<file path="config.mk">
export PLATFORM = sky130hd
export DESIGN_NAME = top_robertsons
export DESIGN_NICKNAME = d
export VERILOG_FILES = /design/src/rtl/robertsons_pkg.sv /design/src/rtl/robertsons_datapath.sv /design/src/rtl/top_robertsons.sv
export SDC_FILE = /design/constraint.sdc
export NUM_CORES = 1
export LEC_CHECK = 0
export CORE_UTILIZATION = 45
export CTS_CLUSTER_SIZE = 30
export DETAILED_ROUTE_END_ITERATION = 8
export PLACE_DENSITY = 0.78
export REMOVE_ABC_BUFFERS = 1
export SLEW_MARGIN = 20
export SYNTH_ARGS = -nofsm -noshare
export SYNTH_HDL_FRONTEND = slang
export SYNTH_HIERARCHICAL = 1
export SYNTH_SLANG_ARGS = --single-unit
</file>
<file path="constraint.sdc">
create_clock -name clk -period 3.7 [get_ports clk]
set_clock_uncertainty 0.05 [all_clocks]
set_input_delay 0.74 -clock clk [delete_from_list [all_inputs] [get_ports clk]]
set_output_delay 0.74 -clock clk [all_outputs]
set_load 0.02 [all_outputs]
</file>
<file path="src/rtl/robertsons_pkg.sv">
// Shared definitions for the Robertson's sequential signed multiplier.
package robertsons_pkg;

  localparam int N_DEFAULT = 8;

  typedef enum logic [1:0] {
    IDLE = 2'd0,
    RUN  = 2'd1,
    DONE = 2'd2
  } state_t;

  function automatic int count_w(input int n);
    return (n > 1) ? $clog2(n) : 1;
  endfunction

  localparam int COUNT_W = count_w(N_DEFAULT);

endpackage

</file>
<file path="src/rtl/robertsons_datapath.sv">
// A/Q/M registers, N+1-bit add/subtract, arithmetic shift and product register.
module robertsons_datapath
  import robertsons_pkg::*;
#(
  parameter int N = N_DEFAULT
) (
  input  logic                  clk,
  input  logic                  reset,
  input  logic                  load,
  input  logic                  step,
  input  logic                  last,
  input  logic signed [N-1:0]   multiplier,
  input  logic signed [N-1:0]   multiplicand,
  output logic signed [2*N-1:0] product
);

  logic signed [N:0]   a;
  logic        [N-1:0] q;
  logic signed [N-1:0] m;

  logic signed [N:0]   m_ext;
  logic signed [N:0]   sum;
  logic signed [N:0]   a_next;
  logic        [N-1:0] q_next;

  // The final step subtracts M: the multiplier's sign bit carries weight -2^(N-1).
  always_comb begin
    m_ext = {m[N-1], m};
    sum   = a;
    if (q[0]) begin
      sum = last ? (a - m_ext) : (a + m_ext);
    end
    a_next = {sum[N], sum[N:1]};
    q_next = {sum[0], q[N-1:1]};
  end

  always_ff @(posedge clk or negedge reset) begin
    if (!reset) begin
      a       <= '0;
      q       <= '0;
      m       <= '0;
      product <= '0;
    end else if (load) begin
      a <= '0;
      q <= multiplier;
      m <= multiplicand;
    end else if (step) begin
      a <= a_next;
      q <= q_next;
      if (last) begin
        product <= {a_next[N-1:0], q_next};
      end
    end
  end

endmodule

</file>
<file path="src/rtl/top_robertsons.sv">
// Free-running Robertson's signed multiplier: load, N shift/add steps, one done cycle.
module top_robertsons
  import robertsons_pkg::*;
#(
  parameter int N = N_DEFAULT
) (
  input  logic                  clk,
  input  logic                  reset,
  input  logic signed [N-1:0]   multiplier,
  input  logic signed [N-1:0]   multiplicand,
  output logic signed [2*N-1:0] product,
  output logic                  done
);

  localparam int CW = count_w(N);

  state_t        state;
  state_t        state_next;
  logic [CW-1:0] count;
  logic          load;
  logic          step;
  logic          last;

  always_ff @(posedge clk or negedge reset) begin
    if (!reset) begin
      state <= IDLE;
      count <= '0;
    end else begin
      state <= state_next;
      if (state == IDLE) begin
        count <= '0;
      end else if (state == RUN) begin
        count <= count + CW'(1);
      end
    end
  end

  assign last = (state == RUN) && (count == CW'(N - 1));

  always_comb begin
    state_next = state;
    load       = 1'b0;
    step       = 1'b0;
    case (state)
      IDLE: begin
        load       = 1'b1;
        state_next = RUN;
      end
      RUN: begin
        step = 1'b1;
        if (last) begin
          state_next = DONE;
        end
      end
      DONE:    state_next = IDLE;
      default: state_next = IDLE;
    endcase
  end

  assign done = (state == DONE);

  robertsons_datapath #(.N(N)) u_datapath (
    .clk          (clk),
    .reset        (reset),
    .load         (load),
    .step         (step),
    .last         (last),
    .multiplier   (multiplier),
    .multiplicand (multiplicand),
    .product      (product)
  );

endmodule

</file>
==> impl_metrics.env <==
export IMPL_drt_drc_violations_left=0
export IMPL_post_route_worst_setup_slack_ns=0.3860
export IMPL_dieHeight_um=75.50
export IMPL_global_route_overflow_total=0
export IMPL_critical_path_startpoint_type="register"
export IMPL_cts_resized=0
export IMPL_rsz_0062_raised_after_global_routing="no"
export IMPL_antenna_violating_nets_post_route=0
export IMPL_top_level_ports=35
export IMPL_synth_async_reset_ratio_pct=100.0
export IMPL_most_common_library_cells_after_synthesis="48 x nand2_1, 45 x dfrtp_1, 24 x o21ai_0, 21 x nor2_1, 11 x ha_1"
export IMPL_synth_ff_latch_count=45
export IMPL_ys_dominant_reg_cell="dfrtp_1"
export IMPL_wirelength_um=4726
export IMPL_post_cts_hold_buffer_count=0
export IMPL_final_period_utilization_pct=89.57
export IMPL_synth_top_cells_by_area="dfrtp_1 46%, nand2_1 7.4%, ha_1 5.7%, o21ai_0 4.9%, mux2_2 4.2%"
export IMPL_timing_reg2reg_setup_slack_ns=0.39
export IMPL_via_per_inst=5.254
export IMPL_synth_cells=256
export IMPL_clock_pin_slew_on_the_worst_setup_and_hold_paths_ns=0.08
export IMPL_grt_util_overall_pct=18.97
export IMPL_dieWidth_um=75.50
export IMPL_crit_type="register to register"
export IMPL_hold_path_cell_count=2
export IMPL_worstHoldPathType="register to register"
export IMPL_dp_hpwl_um=3294
export IMPL_synth_warning_count=6
export IMPL_dpl_worst_slack_ns=0.4508
export IMPL_initial_utilization_pct=47.30
export IMPL_cts_root_buffer_cell="clkbuf_8"
export IMPL_slowest_stage="fa_1"
export IMPL_dp_cells=350
export IMPL_endpoint_kind="register"
export IMPL_fin_max_slew_vios=0
export IMPL_clock_sinks=45
export IMPL_finalHoldViolations=0
export IMPL_cp_cell_sequence="ha_1, ha_1, and2_1, mux2_2, fa_1, nand2b_1, a211oi_2, nor3_1, nor4b_1, mux2_2"
export IMPL_wl_per_cell_um=13.20
export IMPL_h_tree_depth=2
export IMPL_crit_path_max_incr_delay_ns=0.42
export IMPL_first_global_vias=1735
export IMPL_crit_cells=10
export IMPL_buffer_ports_inserted=34
export IMPL_required_time_of_the_critical_path_ns=3.84
export IMPL_synth_largest_area_cell="dfrtp_1"
export IMPL_powerDensity_mw_per_mm2=673.0
export IMPL_critPathBufInv=0
export IMPL_worstMarginPinSlew_ns=0.9761
export IMPL_synth_edff_count=0
export IMPL_insertion_delay_to_the_later_sink_of_the_worst_skew_pair_ns=0.30
export IMPL_netlist_cell_type_count=44
export IMPL_synth_most_common_cell="nand2_1"
export IMPL_peak_supply_drop_v=0.0002911
export IMPL_drtPass1Iterations=4
export IMPL_drtIter0Drc=71
export IMPL_fin_nets=317
export IMPL_critical_path_reg2reg_startpoint="count[0]"
export IMPL_timing_setup_tns_ns=0
export IMPL_yosys_area_top_type_share_pct=46.32
export IMPL_antenna_cells_inserted=0
export IMPL_final_util_pct=57.62
export IMPL_globalplace_congestion=0.8377
export IMPL_finish_cell_count_without_fillers=358
export IMPL_number_of_antenna_violations_at_the_first_check_in_global_routing=0
export IMPL_netlist_area_mm2=0.002431
export IMPL_layout_drive_gt1_share_pct=9.375
export IMPL_path_delay_family="simple AND/OR/NAND/NOR gates"
export IMPL_syn_avg_cell_area_um2=9.496
export IMPL_timing_reg2reg_worst_path_depth=10
export IMPL_p_total_mw=1.993
export IMPL_max_cap_violations=0
export IMPL_post_cts_setup_buffers=0
export IMPL_crit_arrival_ns=3.45
export IMPL_run_status="completed"
export IMPL_core_area_mm2=0.005140
export IMPL_grt_max_degree=46
export IMPL_syn2layout_area_growth_pct=21.82
export IMPL_max_clock_freq_mhz=301.8
export IMPL_vias=1881
export IMPL_worst_r2r_endpoint="u_datapath/a[7]"
export IMPL_tritoncts="yes"
export IMPL_slew_headroom_pct=34.92
export IMPL_synth_seq_area_share_pct=46.32
export IMPL_cts_buffers=5
export IMPL_cellLeakagePower_nw=1.287
export IMPL_min_delay_src="u_datapath/product[10]"
export IMPL_grt_pass1_wl_um=8004
export IMPL_crit_fanout=10
export IMPL_cts_buffer_depth=2
export IMPL_finalSetupViolCount=0
export IMPL_die_area_mm2=0.005700
export IMPL_hold_path_end="u_datapath/product[10]"
export IMPL_placementRows=26
export IMPL_min_period_ns=3.314
## through the flow
step | cell area (um2) | hold WS [ns]
2_1_floorplan | 2384 | 0.3944
5_1_grt | 2962 | 0.4625
4_1_cts | 2962 | 0.4374
3_5_place_dp | 2824 | 0.4154
3_3_place_gp | 2824 | 0.4115
6_report | 2962 | 0.4286
## cell type report
cell class	instances	area (um2)
Inverter	10	37.54
Fill cell	482	2178
Tap cell	70	87.58
Timing Repair Buffer	36	350.3
Clock inverter	3	68.82
Multi-Input combinational cell	189	1222
Sequential cell	45	1126
Clock buffer	5	68.82
## logic make-up (layout without fill, tap and decap cells)
logic type	Yosys count	in the layout	share of synthesized area, %
adder cells (fa/ha/maj)	12	12	6.485
flip-flops	45	45	46.32
AND/OR/NAND/NOR	91	91	17.14
multiplexers	17	17	7.463
buffers and inverters	22	54	3.500
XOR/XNOR	9	9	3.243
AO/OA/AOI/OAI	60	60	15.85
## routing by layer
metal | vias to the layer above | track usage (%) | wire, um
met5 | - | 0 | 0
met3 | 15 | 4.233 | 145
met2 | 43 | 28.17 | 2049
met4 | 0 | 9.877 | 170
li1 | 950 | - | -
met1 | 873 | 26.06 | 2361
## where the power goes
part | switching, mW | internal (mW) | total (mW) | leakage [nW]
combinational | 0.427 | 0.376 | 0.804 | 0.681
clock | 0.168 | 0.272 | 0.440 | 0.0687
sequential | 0.107 | 0.643 | 0.750 | 0.537
total | 0.702 | 1.29 | 1.99 | 1.29
## state kept, by name, summed over array words and instances (netlist names)
name and cells:
u_datapath/m 8, state 2, u_datapath/q 8, u_datapath/a 8
count 3, u_datapath/product 16
## how the worst max path moves through the flow
stage                 endpoint      from
2_1_floorplan  u_datapath/a[7]  state[1]
3_3_place_gp   u_datapath/a[7]  count[0]
3_5_place_dp   u_datapath/a[7]  count[0]
4_1_cts        u_datapath/a[7]  count[0]
5_1_grt        u_datapath/a[7]  count[0]
6_report       u_datapath/a[7]  count[0]
## worst min-delay path, stage by stage (launching register included)
cell and delay (ns):
dfrtp_1 0.35, nand2_1 0.04, o21ai_0 0.05
## placed cells by master, fill, tap and decap left out, drive strengths merged, types with 2 or more instances in the layout
cell	Yosys	layout
a211oi	8	8
a21o	2	2
a21oi	8	8
a22o	2	2
a31oi	4	4
and2	2	2
buf	2	3
bufinv	0	2
clkbuf	10	5
clkdlybuf4s50	0	33
dfrtp	45	45
ha	11	11
inv	9	10
mux2	9	9
mux2i	8	8
nand2	48	48
nand2b	2	2
nor2	21	21
nor2b	4	4
nor3	6	6
o21a	2	2
o21ai	24	24
o31ai	2	2
xnor2	6	6
xor2	3	3
(Power assumes the default switching activity.)
